===== config.mk =====
export PLATFORM = sky130hd
export DESIGN_NAME = multicycle_control
export DESIGN_NICKNAME = d
export VERILOG_FILES = /design/src/rtl/multicycle_control.sv
export SDC_FILE = /design/constraint.sdc
export NUM_CORES = 1
export LEC_CHECK = 0
export ABC_AREA = 1
export CAP_MARGIN = 10
export CORE_ASPECT_RATIO = 1.4
export CORE_MARGIN = 2
export CORE_UTILIZATION = 43
export DETAILED_ROUTE_END_ITERATION = 7
export PLACE_DENSITY_LB_ADDON = 0.15
export SETUP_SLACK_MARGIN = 0.15
export SKIP_LAST_GASP = 1
export SLEW_MARGIN = 20
export SYNTH_ARGS = -nofsm -noshare
export SYNTH_HDL_FRONTEND = slang
export SYNTH_SLANG_ARGS = --single-unit

===== constraint.sdc =====
create_clock -name clk -period 2.04 [get_ports clk]
set_input_delay 0.408 -clock clk [delete_from_list [all_inputs] [get_ports clk]]
set_output_delay 0.408 -clock clk [all_outputs]
set_load 0.05 [all_outputs]

===== src/rtl/multicycle_control.sv =====
// Multicycle RV32I control unit: fetch/decode/execute sequencer driving the
// datapath selects and strobes from a registered copy of the fetched word.
//
// Memory handshake: mem_req is held high (with addrmode/memwrite stable) in
// FETCH, MEMRD and MEMWR until mem_ready is seen; a transfer completes on the
// cycle where mem_req and mem_ready are both high, and the FSM leaves the
// state on the following edge.
module multicycle_control #(
  parameter int ALUCTRL_W    = 4,
  parameter int MEM_WAIT_MAX = 15
) (
  input  logic                 clk,
  input  logic                 rst,
  input  logic [31:0]          instr,
  input  logic                 mem_ready,
  input  logic                 eq,
  input  logic                 lt,
  input  logic                 ltu,
  output logic [3:0]           state,
  output logic                 irwrite,
  output logic                 pcwrite,
  output logic [1:0]           pcsrc,
  output logic                 mem_req,
  output logic                 memwrite,
  output logic [2:0]           addrmode,
  output logic [1:0]           alusrca,
  output logic [1:0]           alusrcb,
  output logic [ALUCTRL_W-1:0] aluctrl,
  output logic [2:0]           immsrc,
  output logic                 regwrite,
  output logic [1:0]           resultsrc,
  output logic                 illegal
);

  localparam int WCNT_W = $clog2(MEM_WAIT_MAX + 2);

  typedef enum logic [3:0] {
    FETCH   = 4'd0,
    DECODE  = 4'd1,
    EXEC_R  = 4'd2,
    EXEC_I  = 4'd3,
    MEMADDR = 4'd4,
    MEMRD   = 4'd5,
    MEMWR   = 4'd6,
    WB      = 4'd7,
    BRANCH  = 4'd8,
    JUMP    = 4'd9,
    UPPER   = 4'd10,
    TRAP    = 4'd15
  } state_t;

  localparam logic [6:0] OP_R     = 7'd51;
  localparam logic [6:0] OP_I     = 7'd19;
  localparam logic [6:0] OP_LOAD  = 7'd3;
  localparam logic [6:0] OP_STORE = 7'd35;
  localparam logic [6:0] OP_BR    = 7'd99;
  localparam logic [6:0] OP_JAL   = 7'd111;
  localparam logic [6:0] OP_JALR  = 7'd103;
  localparam logic [6:0] OP_LUI   = 7'd55;
  localparam logic [6:0] OP_AUIPC = 7'd23;

  localparam logic [ALUCTRL_W-1:0] ALU_ADD  = ALUCTRL_W'(0);
  localparam logic [ALUCTRL_W-1:0] ALU_SUB  = ALUCTRL_W'(1);
  localparam logic [ALUCTRL_W-1:0] ALU_AND  = ALUCTRL_W'(2);
  localparam logic [ALUCTRL_W-1:0] ALU_OR   = ALUCTRL_W'(3);
  localparam logic [ALUCTRL_W-1:0] ALU_XOR  = ALUCTRL_W'(4);
  localparam logic [ALUCTRL_W-1:0] ALU_SLT  = ALUCTRL_W'(5);
  localparam logic [ALUCTRL_W-1:0] ALU_SLTU = ALUCTRL_W'(6);
  localparam logic [ALUCTRL_W-1:0] ALU_SLL  = ALUCTRL_W'(8);
  localparam logic [ALUCTRL_W-1:0] ALU_SRL  = ALUCTRL_W'(9);
  localparam logic [ALUCTRL_W-1:0] ALU_SRA  = ALUCTRL_W'(10);

  state_t            state_q, state_d;
  logic [31:0]       ir;
  logic [WCNT_W-1:0] wait_cnt;
  logic              illegal_q;
  logic              post_rst;
  logic              waiting;
  logic              wait_expired;

  logic [6:0] opcode;
  logic [2:0] funct3;
  logic       f7b5;

  assign opcode = ir[6:0];
  assign funct3 = ir[14:12];
  assign f7b5   = ir[30];

  assign state   = state_q;
  assign illegal = illegal_q;

  // A memory state with mem_ready low is a wait cycle; the last tolerated one
  // is when the counter already holds MEM_WAIT_MAX.
  assign waiting      = ((state_q == FETCH) || (state_q == MEMRD) || (state_q == MEMWR)) && !mem_ready;
  assign wait_expired = waiting && (wait_cnt == WCNT_W'(MEM_WAIT_MAX));

  // funct3 to ALU op; alt selects sub (funct3=0) or sra (funct3=5)
  function automatic logic [ALUCTRL_W-1:0] alu_op(input logic [2:0] f3, input logic alt);
    case (f3)
      3'd0:    alu_op = alt ? ALU_SUB : ALU_ADD;
      3'd1:    alu_op = ALU_SLL;
      3'd2:    alu_op = ALU_SLT;
      3'd3:    alu_op = ALU_SLTU;
      3'd4:    alu_op = ALU_XOR;
      3'd5:    alu_op = alt ? ALU_SRA : ALU_SRL;
      3'd6:    alu_op = ALU_OR;
      default: alu_op = ALU_AND;
    endcase
  endfunction

  // State register
  always_ff @(posedge clk) begin
    if (rst) state_q <= FETCH;
    else     state_q <= state_d;
  end

  // Instruction register, wait counter, sticky trap flag and post-reset marker
  always_ff @(posedge clk) begin
    if (rst) begin
      ir        <= '0;
      wait_cnt  <= '0;
      illegal_q <= 1'b0;
      post_rst  <= 1'b1;
    end else begin
      post_rst <= 1'b0;
      if (irwrite) ir <= instr;
      if (state_d != state_q) wait_cnt <= '0;
      else if (waiting)       wait_cnt <= wait_cnt + WCNT_W'(1);
      illegal_q <= illegal_q | (state_d == TRAP);
    end
  end

  // Next-state logic
  always_comb begin
    state_d = state_q;
    case (state_q)
      FETCH: begin
        if (wait_expired)               state_d = TRAP;
        else if (mem_ready && !post_rst) state_d = DECODE;
      end
      DECODE: begin
        case (opcode)
          OP_R:               state_d = EXEC_R;
          OP_I:               state_d = EXEC_I;
          OP_LOAD, OP_STORE:  state_d = MEMADDR;
          OP_BR:              state_d = BRANCH;
          OP_JAL, OP_JALR:    state_d = JUMP;
          OP_LUI, OP_AUIPC:   state_d = UPPER;
          default:            state_d = TRAP;
        endcase
      end
      EXEC_R, EXEC_I: state_d = WB;
      MEMADDR: begin
        if (opcode == OP_LOAD)
          state_d = ((funct3 == 3'd3) || (funct3 == 3'd6) || (funct3 == 3'd7)) ? TRAP : MEMRD;
        else
          state_d = (funct3 >= 3'd3) ? TRAP : MEMWR;
      end
      MEMRD: begin
        if (wait_expired)   state_d = TRAP;
        else if (mem_ready) state_d = WB;
      end
      MEMWR: begin
        if (wait_expired)   state_d = TRAP;
        else if (mem_ready) state_d = FETCH;
      end
      BRANCH:            state_d = ((funct3 == 3'd2) || (funct3 == 3'd3)) ? TRAP : FETCH;
      WB, JUMP, UPPER:   state_d = FETCH;
      TRAP:              state_d = TRAP;
      default:           state_d = TRAP;
    endcase
  end

  // Output decode per state; strobes forced low while rst is high
  always_comb begin
    irwrite   = 1'b0;
    pcwrite   = 1'b0;
    pcsrc     = 2'd0;
    mem_req   = 1'b0;
    memwrite  = 1'b0;
    addrmode  = 3'd0;
    alusrca   = 2'd0;
    alusrcb   = 2'd0;
    aluctrl   = ALU_ADD;
    immsrc    = 3'd7;
    regwrite  = 1'b0;
    resultsrc = 2'd0;
    case (state_q)
      FETCH: begin
        mem_req = 1'b1;
        if (mem_ready && !post_rst) begin
          irwrite = 1'b1;
          pcwrite = 1'b1;
        end
      end
      EXEC_R: aluctrl = alu_op(funct3, f7b5);
      EXEC_I: begin
        alusrcb = 2'd1;
        immsrc  = 3'd0;
        aluctrl = alu_op(funct3, f7b5 && (funct3 == 3'd5));
      end
      WB: begin
        regwrite  = 1'b1;
        resultsrc = (opcode == OP_LOAD) ? 2'd1 : 2'd0;
      end
      MEMADDR: begin
        alusrcb = 2'd1;
        immsrc  = (opcode == OP_STORE) ? 3'd2 : 3'd0;
      end
      MEMRD: begin
        mem_req  = 1'b1;
        addrmode = funct3;
      end
      MEMWR: begin
        mem_req  = 1'b1;
        memwrite = 1'b1;
        addrmode = funct3;
      end
      BRANCH: begin
        aluctrl = ALU_SUB;
        immsrc  = 3'd3;
        pcsrc   = 2'd1;
        case (funct3)
          3'd0:    pcwrite = eq;
          3'd1:    pcwrite = !eq;
          3'd4:    pcwrite = lt;
          3'd5:    pcwrite = !lt;
          3'd6:    pcwrite = ltu;
          3'd7:    pcwrite = !ltu;
          default: pcwrite = 1'b0;
        endcase
      end
      JUMP: begin
        regwrite  = 1'b1;
        resultsrc = 2'd2;
        pcwrite   = 1'b1;
        if (opcode == OP_JALR) begin
          pcsrc   = 2'd2;
          alusrcb = 2'd1;
          immsrc  = 3'd0;
        end else begin
          pcsrc  = 2'd1;
          immsrc = 3'd5;
        end
      end
      UPPER: begin
        regwrite = 1'b1;
        immsrc   = 3'd4;
        alusrcb  = 2'd1;
        alusrca  = (opcode == OP_LUI) ? 2'd2 : 2'd1;
      end
      default: ;
    endcase
    if (rst) begin
      irwrite  = 1'b0;
      pcwrite  = 1'b0;
      mem_req  = 1'b0;
      memwrite = 1'b0;
      regwrite = 1'b0;
    end
  end

endmodule


==> qor.csv, run 1 <==
metric;value;unit
Clk network pwr share;0.102;
Reg area;474;µm²
Die ar.;4130;µm²
clk slew on worst S/H paths;0.09;ns
count leader, synth;nor2_1;
post-route minimum period;2.20;ns
CTS Buf Count;3;
Area Growth Syn to Fin;97.0;%
Pleak;1.41;nW
post-synthesis average cell area;6.00;µm²
Initial Utilization;0.457;
num rows;25;
DRT Pass-1 Iters;5;
Post-synth top cells;nor2_1 (56), nand2_1 (51), inv_1 (39);
Synth cell types;27;
routed len/inst;21.2;µm
Overflow after GRT;0;
failing checks;setup timing;
Clock Tree Root;clkbuf_8;
crit path capture type;flop;
Sw Ratio;0.513;
Yosys reg bits;22;
CP endpoint;wait_cnt[0];
status;complete, but fails checks;
PortBufs;43;
most used cell, CP;nand2_1;
met2 WL;4000;µm
setup_tns;-1.32;ns
Worst EP required;2.24;ns
CORE AREA;3410;µm²
M1 wire length;2830;µm
clock skew;0.00808;ns
combinational share of power;0.706;
internal power;1.80;mW
initial drt markers;213;
syn_nets;300;
Multi-input gate area;1300;µm²
Max H-tree Level;1;
Setup violations, final;17;
final instance count without filler cells;390;
hold buffers post-CTS;0;
highest metal used;met4;
initial antenna violation count;0;
synth top area cells;dfxtp_1 (28%), nor2_1 (13%), nand2_1 (12%);
vias in the first global route;2185;
Die Height;75.2;µm
final hold vios;0;
PD cells;1200;nW/µm²
vias per cell;6.29;
# DRC;0;
CP bufs+invs;4;
FILL cells;139;
top_reg_cell synth;dfxtp_1;
CP max stage cell;dfxtp_4;
RSZ-0062 raised after global routing;true;
total number of vias;2455;
cell count of the worst reg-to-reg path;16;
Synth Instances;260;
Reg2Reg Capture Point;wait_cnt[0];
power share of the sequential group;0.192;
WP data arrival;2.40;ns
global-route wire length before repair;10500;µm
register-to-register setup slack;-0.16;ns
worst min-delay path class;reg2reg;
antenna-violating nets left;0;
DP Wirelength;3710;µm
P_sw;1.89;mW
CTS max path bufs;2;
Sink Count;22;
CTS tree;built;
share of layout cells above drive strength 1;0.503;
# placed instances;352;
ys async rst share;0;
crit path kind;reg2reg;
VDD IR max;1.19;mV
largest net degree at the start of global routing;14;
Total GRT Usage;0.352;
CP max FO;5;
n_diodes;0;
GPL Wtd Cong;0.944;
final worst slack;-0.158;ns
Post-synth EDFFs;0;
cell depth of the worst setup path;16;
crit path launch;state[2];
YS warnings;0;
DR WL met3;819;µm
routed wire length;8290;µm
cell breakdown of the critical path;nor2_4 > buf_4 > buf_6 > nand2_2 > nor2_4 > buf_4 > buf_4 > a21oi_2 > nand2_1 > nand2_1 > nand3_2 > nand2_1 > nand2_1 > nor2_2 > nand2_2 > nor2_1;
sequential share of the synthesized area;0.283;
Critical Path Start Type;flop;
total power draw;3.69;mW
cell family with most CP delay;simple AND/OR/NAND/NOR gates;
Cell Area, Synth;1560;µm²
Clock Latency Late Sink;0.27;ns
Yosys top cell area share;0.283;
fin crit share;1.08;
FMAX;455;MHz
max cap viols;0;
max-slew violation count;0;
FF-to-FF Start;state[2];
Synth area leader;dfxtp_1;
slowest cell delay on critical path;0.41;ns
Final Net Count;391;
io pins;66;
Die Width;54.9;µm
[flip-flops by register name, summed over array words and instances, names as in the netlist]
name,flops
state,4
illegal,1
wait_cnt,5
ir,11
post_rst,1
[metal layers]
| metal | up-vias | track usage |
|---|---|---|
| met2 | 227 | 0.598 |
| li1 | 1026 | - |
| met3 | 68 | 0.0774 |
| met5 | - | 0 |
| met4 | 0 | 0.255 |
| met1 | 1134 | 0.369 |
[through the flow]
stage	utilization	setup slack (ns)	hold slack (ns)	area [µm²]
4_1_cts	0.838	0.0334	0.502	2860
3_3_place_gp	0.719	-0.179	0.465	2450
6_report	0.901	-0.158	0.504	3070
5_1_grt	0.901	-0.185	0.521	3070
2_1_floorplan	-	-0.0737	0.436	1710
3_5_place_dp	0.719	-0.187	0.468	2450
[placed cells by master, fill, tap and decap left out, types with 5 or more instances in the layout]
master           count
nand2_2             11
clkdlybuf4s50_1     14
buf_12              19
nand3_1             13
nand2_1             40
dfxtp_4              7
a211oi_1             8
nand3_2              9
dlygate4sd2_1        7
inv_1               23
nand4_1              8
nor2_4              13
nor2_1              34
a21oi_2              6
dfxtp_1              9
dfxtp_2              6
buf_4               41
a21oi_1              5
nor2_2              16
buf_6                8
inv_2                9
[layout make-up]
class / count / share of cell area
flip-flops and latches: 22 / 0.154
multi-input cells: 194 / 0.424
clock buffers: 4 / 0.0216
inverters: 39 / 0.0554
repair buffers: 91 / 0.329
well taps: 40 / 0.0163
[worst min-delay path: stages (launching register included)]
cell and delay [ns]:
dfxtp_1 0.35, a21oi_1 0.05, nor2_1 0.08
[kinds of logic after synthesis]
kind of cell / Yosys count / share of synthesized area
compound gates: 32 / 0.128
xor+xnor: 3 / 0.0169
fa+ha+maj: 2 / 0.0160
buf+inv: 44 / 0.108
flops: 22 / 0.283
mux: 1 / 0.00642
other cells: 1 / 0.00241
simple gates: 155 / 0.440
[how the worst min path moves through the flow]
stage          startpoint        to  slack (ns)  cells past startpoint
2_1_floorplan         rst  post_rst        0.44                      0
3_3_place_gp      illegal   illegal        0.46                      2
3_5_place_dp      illegal   illegal        0.47                      2
4_1_cts           illegal   illegal        0.50                      2
5_1_grt           illegal   illegal        0.52                      2
6_report          illegal   illegal        0.50                      2
[power groups by stage]
stage          logic (mW)  clock network, mW  registers (mW)
2_1_floorplan        1.11                  0           0.748
3_3_place_gp         1.80                  0           0.668
3_5_place_dp         1.83                  0           0.671
4_1_cts              2.14              0.371           0.675
5_1_grt              2.71              0.385           0.713
6_report             2.61              0.377           0.709
[timing repair]
action                     4_1_cts  5_1_grt
gates resized for setup         64       38
pin swaps                       23       24
setup buffers                   22       12
setup endpoints to repair       27       26
Note: power is estimated with default switching activity, not from simulation.
==> run 2, diff against run 1 <==
Settings changed: ABC_AREA 1 to unset, CELL_PAD_IN_SITES_DETAIL_PLACEMENT set to 1, CELL_PAD_IN_SITES_GLOBAL_PLACEMENT set to 2, CORE_UTILIZATION 43 to 24.
==> qor.csv, run 2 <==
metric;value;unit
status;complete, but fails checks;
failing checks;setup timing;
Final Core Density;0.545;
Synth Instances;228;
initial antenna violation count;0;
Yosys reg bits;22;
count leader, synth;nor2_1;
Overflow after GRT;0;
max-slew violation count;0;
CORE AREA;6940;µm²
Final Net Count;383;
Synth area leader;dfxtp_1;
cell breakdown of the critical path;ha_4 > and3_4 > ha_4 > inv_1 > o41a_1 > nor2_2 > nor4_4 > xnor2_1 > or4_4 > nor4_2;
CTS tree;built;
max cap viols;0;
Post-Layout Inst Area;3780;µm²
Yosys top cell area share;0.257;
final instance count without filler cells;437;
post-route minimum period;2.36;ns
num rows;36;
fin crit share;1.15;
final hold vios;0;
Post-synth EDFFs;0;
antenna-violating nets left;0;
initial drt markers;62;
Cell Area, Synth;1720;µm²
total number of vias;2136;
share of layout cells above drive strength 1;0.629;
VDD IR max;0.809;mV
routed wire length;7260;µm
PortBufs;43;
Rel. slew slack;0.666;
setup_tns;-2.99;ns
syn_nets;268;
final worst slack;-0.316;ns
GPL Wtd Cong;0.813;
Clock Latency Late Sink;0.27;ns
YS warnings;0;
Post-synth top cells;nor2_1 (32), dfxtp_1 (22), nand2_1 (18);
DP Wirelength;5340;µm
most common cell after layout, fill and taps aside;buf_4;
WP data arrival;2.54;ns
crit path kind;reg2reg;
Slew @ Worst Pin;0.499;ns
worst min-delay path class;reg2reg;
synth top area cells;dfxtp_1 (26%), mux2i_1 (8.2%), nor2_1 (7.0%);
io pins;66;
routed len/inst;16.6;µm
sequential share of the synthesized area;0.257;
Clock Tree Root;clkbuf_8;
Die ar.;7850;µm²
global-route wire length before repair;11700;µm
most used cell, CP;ha_4;
n_diodes;0;
# placed instances;415;
Sink Count;22;
Area Growth Syn to Fin;121;%
Setup violations, final;16;
top_reg_cell synth;dfxtp_1;
Final Hold Slack;0.459;ns
ys async rst share;0;
Die Width;75.5;µm
Initial Utilization;0.247;
Max H-tree Level;1;
CP max stage cell;or4_4;
FMAX;425;MHz
Die Height;104;µm
max reg flops;11;
area post-placement;3130;µm²
most frequent cells in the layout;buf_4 (58), buf_6 (27), buf_12 (24);
CP max FO;5;
RSZ-0062 raised after global routing;true;
crit path capture type;flop;
Worst EP required;2.22;ns
Post-Place Setup Slack;-0.451;ns
clk slew on worst S/H paths;0.09;ns
vias per cell;4.89;
largest net degree at the start of global routing;18;
hold buffers post-CTS;0;
FILL cells;779;
PD cells;1150;nW/µm²
largest reg by FF count;ir;
post-synthesis average cell area;7.52;µm²
slowest cell delay on critical path;0.56;ns
# DRC;0;
vias in the first global route;2268;
CTS Buf Count;3;
Pleak;1.52;nW
Critical Path Start Type;flop;
clock skew;0.00715;ns
DRT Pass-1 Iters;4;
total power draw;4.34;mW
Total GRT Usage;0.193;
CTS max path bufs;2;
Synth cell types;58;
run 2: cell types whose count changed after synthesis, moves of 6 or more:
cell      before  now
nand4_1        8    1
nor4_1         0    7
mux2i_1        1   14
nor2_2         6    0
nor2_1        56   32
a211oi_1       8    1
inv_1         39    6
o21ai_0        4   10
nand2_1       51   18
nand3_1       21    4
run 2: final cells by class:
type                    instances  area [µm²]  share of cell area
flip-flops and latches         22         477               0.126
well taps                      95         119              0.0314
multi-input cells             181        1700               0.448
repair buffers                128        1420               0.374
clock buffers                   4        45.0              0.0119
inverters                       7        30.0             0.00794
run 2: critical path, delay by kind of cell, from the launching register on:
family,cells,cell delay (ns)
DFF,1,0.36
AOI/OAI and AO/OA,1,0.37
buffers and inverters,1,0.05
and+or+nand+nor,5,1.10
adders and majority gates,2,0.26
xor gates and xnor gates,1,0.14
run 2: final timing paths:
check,from,to,slack [ns],depth (start not counted)
worst max register to register,wait_cnt[0],wait_cnt[3],-0.32,10
worst min-delay path,illegal,illegal,0.46,2
worst max-delay path,wait_cnt[0],wait_cnt[3],-0.32,10
worst min register to register,illegal,illegal,0.46,2
run 2: logic make-up (layout without fill, tap and decap cells):
group | Yosys count | count (layout) | synth area share
DFF | 22 | 22 | 0.257
and+or+nand+nor | 106 | 106 | 0.335
adders and majority gates | 2 | 2 | 0.0146
AOI/OAI and AO/OA | 50 | 50 | 0.199
muxes | 15 | 15 | 0.0904
buffers and inverters | 25 | 139 | 0.0664
other | 1 | 1 | 0.00219
xor gates and xnor gates | 7 | 7 | 0.0357
run 2: repair_timing:
item	in CTS	in global routing
gates resized for setup	89	25
setup buffers	16	3
setup endpoints to repair	27	27
pin swaps	36	27
run 2: power by group:
part | switching [mW] | leakage [nW] | internal (mW)
registers | 0.120 | 0.188 | 0.528
clock network | 0.151 | 0.0228 | 0.139
logic | 1.82 | 1.31 | 1.58
total | 2.09 | 1.52 | 2.25
run 2: metal layers:
| metal | up-vias | track usage | routed length [µm] |
|---|---|---|---|
| met3 | 8 | 0.0145 | 141 |
| met2 | 42 | 0.358 | 4140 |
| li1 | 1045 | - | - |
| met4 | 0 | 0.0551 | 123 |
| met1 | 1041 | 0.226 | 2850 |
| met5 | - | 0 | 0 |
==> run 3, diff against run 2 <==
Settings changed: SKIP_LAST_GASP 1 to unset.
==> qor.csv, run 3 (same netlist as run 2, synthesis figures left out) <==
metric;value;unit
max-slew violation count;0;
PortBufs;43;
clock skew;0.00459;ns
GPL Wtd Cong;0.813;
max reg flops;11;
initial drt markers;58;
Die Width;75.5;µm
internal power;2.27;mW
Pleak;1.54;nW
Area Growth Syn to Fin;125;%
Clk network pwr share;0.066;
Slew @ Worst Pin;0.499;ns
CP max stage cell;or4_4;
Rel. slew slack;0.667;
CORE AREA;6940;µm²
power share of the sequential group;0.147;
worst min-delay path class;reg2reg;
crit path capture type;flop;
Most Crowded Layer GR;met2;
P_sw;2.12;mW
total number of vias;2130;
met1 Resource Use GR;0.224;
combinational share of power;0.787;
Sink Count;22;
failing checks;setup timing;
Final Net Count;384;
io pins;66;
Initial Utilization;0.247;
vias per cell;4.86;
DRT Pass-1 Iters;4;
share of layout cells above drive strength 1;0.647;
Clock Tree Root;clkbuf_8;
Clock Latency Late Sink;0.26;ns
initial antenna violation count;0;
grt met2 use;0.360;
hold buffers post-CTS;0;
met3 Usage GRT;0.0165;
WP data arrival;2.55;ns
crit path kind;reg2reg;
FMAX;422;MHz
final instance count without filler cells;438;
Final Core Density;0.556;
PD cells;1140;nW/µm²
Setup violations, final;17;
largest net degree at the start of global routing;18;
cell breakdown of the critical path;ha_4 > and3_4 > ha_4 > nor2b_4 > nand2_2 > o211ai_4 > nor2_2 > and3_1 > or4_4 > nor4_2;
global-route wire length before repair;11800;µm
VDD IR max;0.825;mV
Post-Place Setup Slack;-0.451;ns
Post-Layout Inst Area;3850;µm²
DP Wirelength;5340;µm
routed wire length;7510;µm
Worst EP required;2.22;ns
fin crit share;1.16;
CP max FO;5;
# placed instances;415;
most common cell after layout, fill and taps aside;buf_4;
most frequent cells in the layout;buf_4 (53), buf_6 (32), buf_12 (24);
max cap viols;0;
num rows;36;
CTS Buf Count;3;
Sw Ratio;0.483;
clk slew on worst S/H paths;0.08;ns
Max H-tree Level;1;
Final Hold Slack;0.465;ns
setup_tns;-3.04;ns
routed len/inst;17.1;µm
antenna-violating nets left;0;
Die Height;104;µm
RSZ-0062 raised after global routing;true;
final worst slack;-0.329;ns
Critical Path Start Type;flop;
vias in the first global route;2309;
n_diodes;0;
total power draw;4.39;mW
area post-placement;3130;µm²
# DRC;0;
most used cell, CP;ha_4;
largest reg by FF count;ir;
Total GRT Usage;0.194;
status;complete, but fails checks;
post-route minimum period;2.37;ns
slowest cell delay on critical path;0.59;ns
final hold vios;0;
CTS tree;built;
Die ar.;7850;µm²
CTS max path bufs;2;
Overflow after GRT;0;
## run 3: power by group through the flow
stage	Sequential [mW]	Combinational, mW	Clock [mW]
final	0.647	3.46	0.288
after global routing	0.662	3.67	0.325
after CTS	0.638	3.27	0.303
after detailed placement	0.621	2.82	0
after global placement	0.618	2.78	0
after floorplan	0.714	1.55	0
## run 3: path summary, 6_finish.rpt
| check | slack (ns) | start | cells past startpoint | to |
|---|---|---|---|---|
| setup reg to reg | -0.33 | wait_cnt[0] | 10 | wait_cnt[3] |
| setup / recovery | -0.33 | wait_cnt[0] | 10 | wait_cnt[3] |
| hold / removal | 0.47 | illegal | 2 | illegal |
| hold reg to reg | 0.47 | illegal | 2 | illegal |
## run 3: layer usage
metal	up-vias	share of wire
met5	-	0
met3	12	0.020
met4	0	0.026
met1	1031	0.39
met2	45	0.57
li1	1042	-
## run 3: critical path, delay by kind of cell, from the launching register on
family                   cells  cell delay (ns)
AO/OA/AOI/OAI                1             0.21
flip-flops                   1             0.36
adder cells (fa/ha/maj)      2             0.26
AND/OR/NAND/NOR              7             1.44
## run 3: cell type report
type                    instances  area [µm²]
repair buffers                129        1450
inverters                       7        32.5
well taps                      95         119
flip-flops and latches         22         477
clock buffers                   4        45.0
fillers                       780        3080
multi-input cells             181        1730
## run 3: repair_timing
item,CTS,global route
resized for setup,99,30
pin swaps,36,27
setup buffers,16,4
endpoints found under the setup margin,27,27
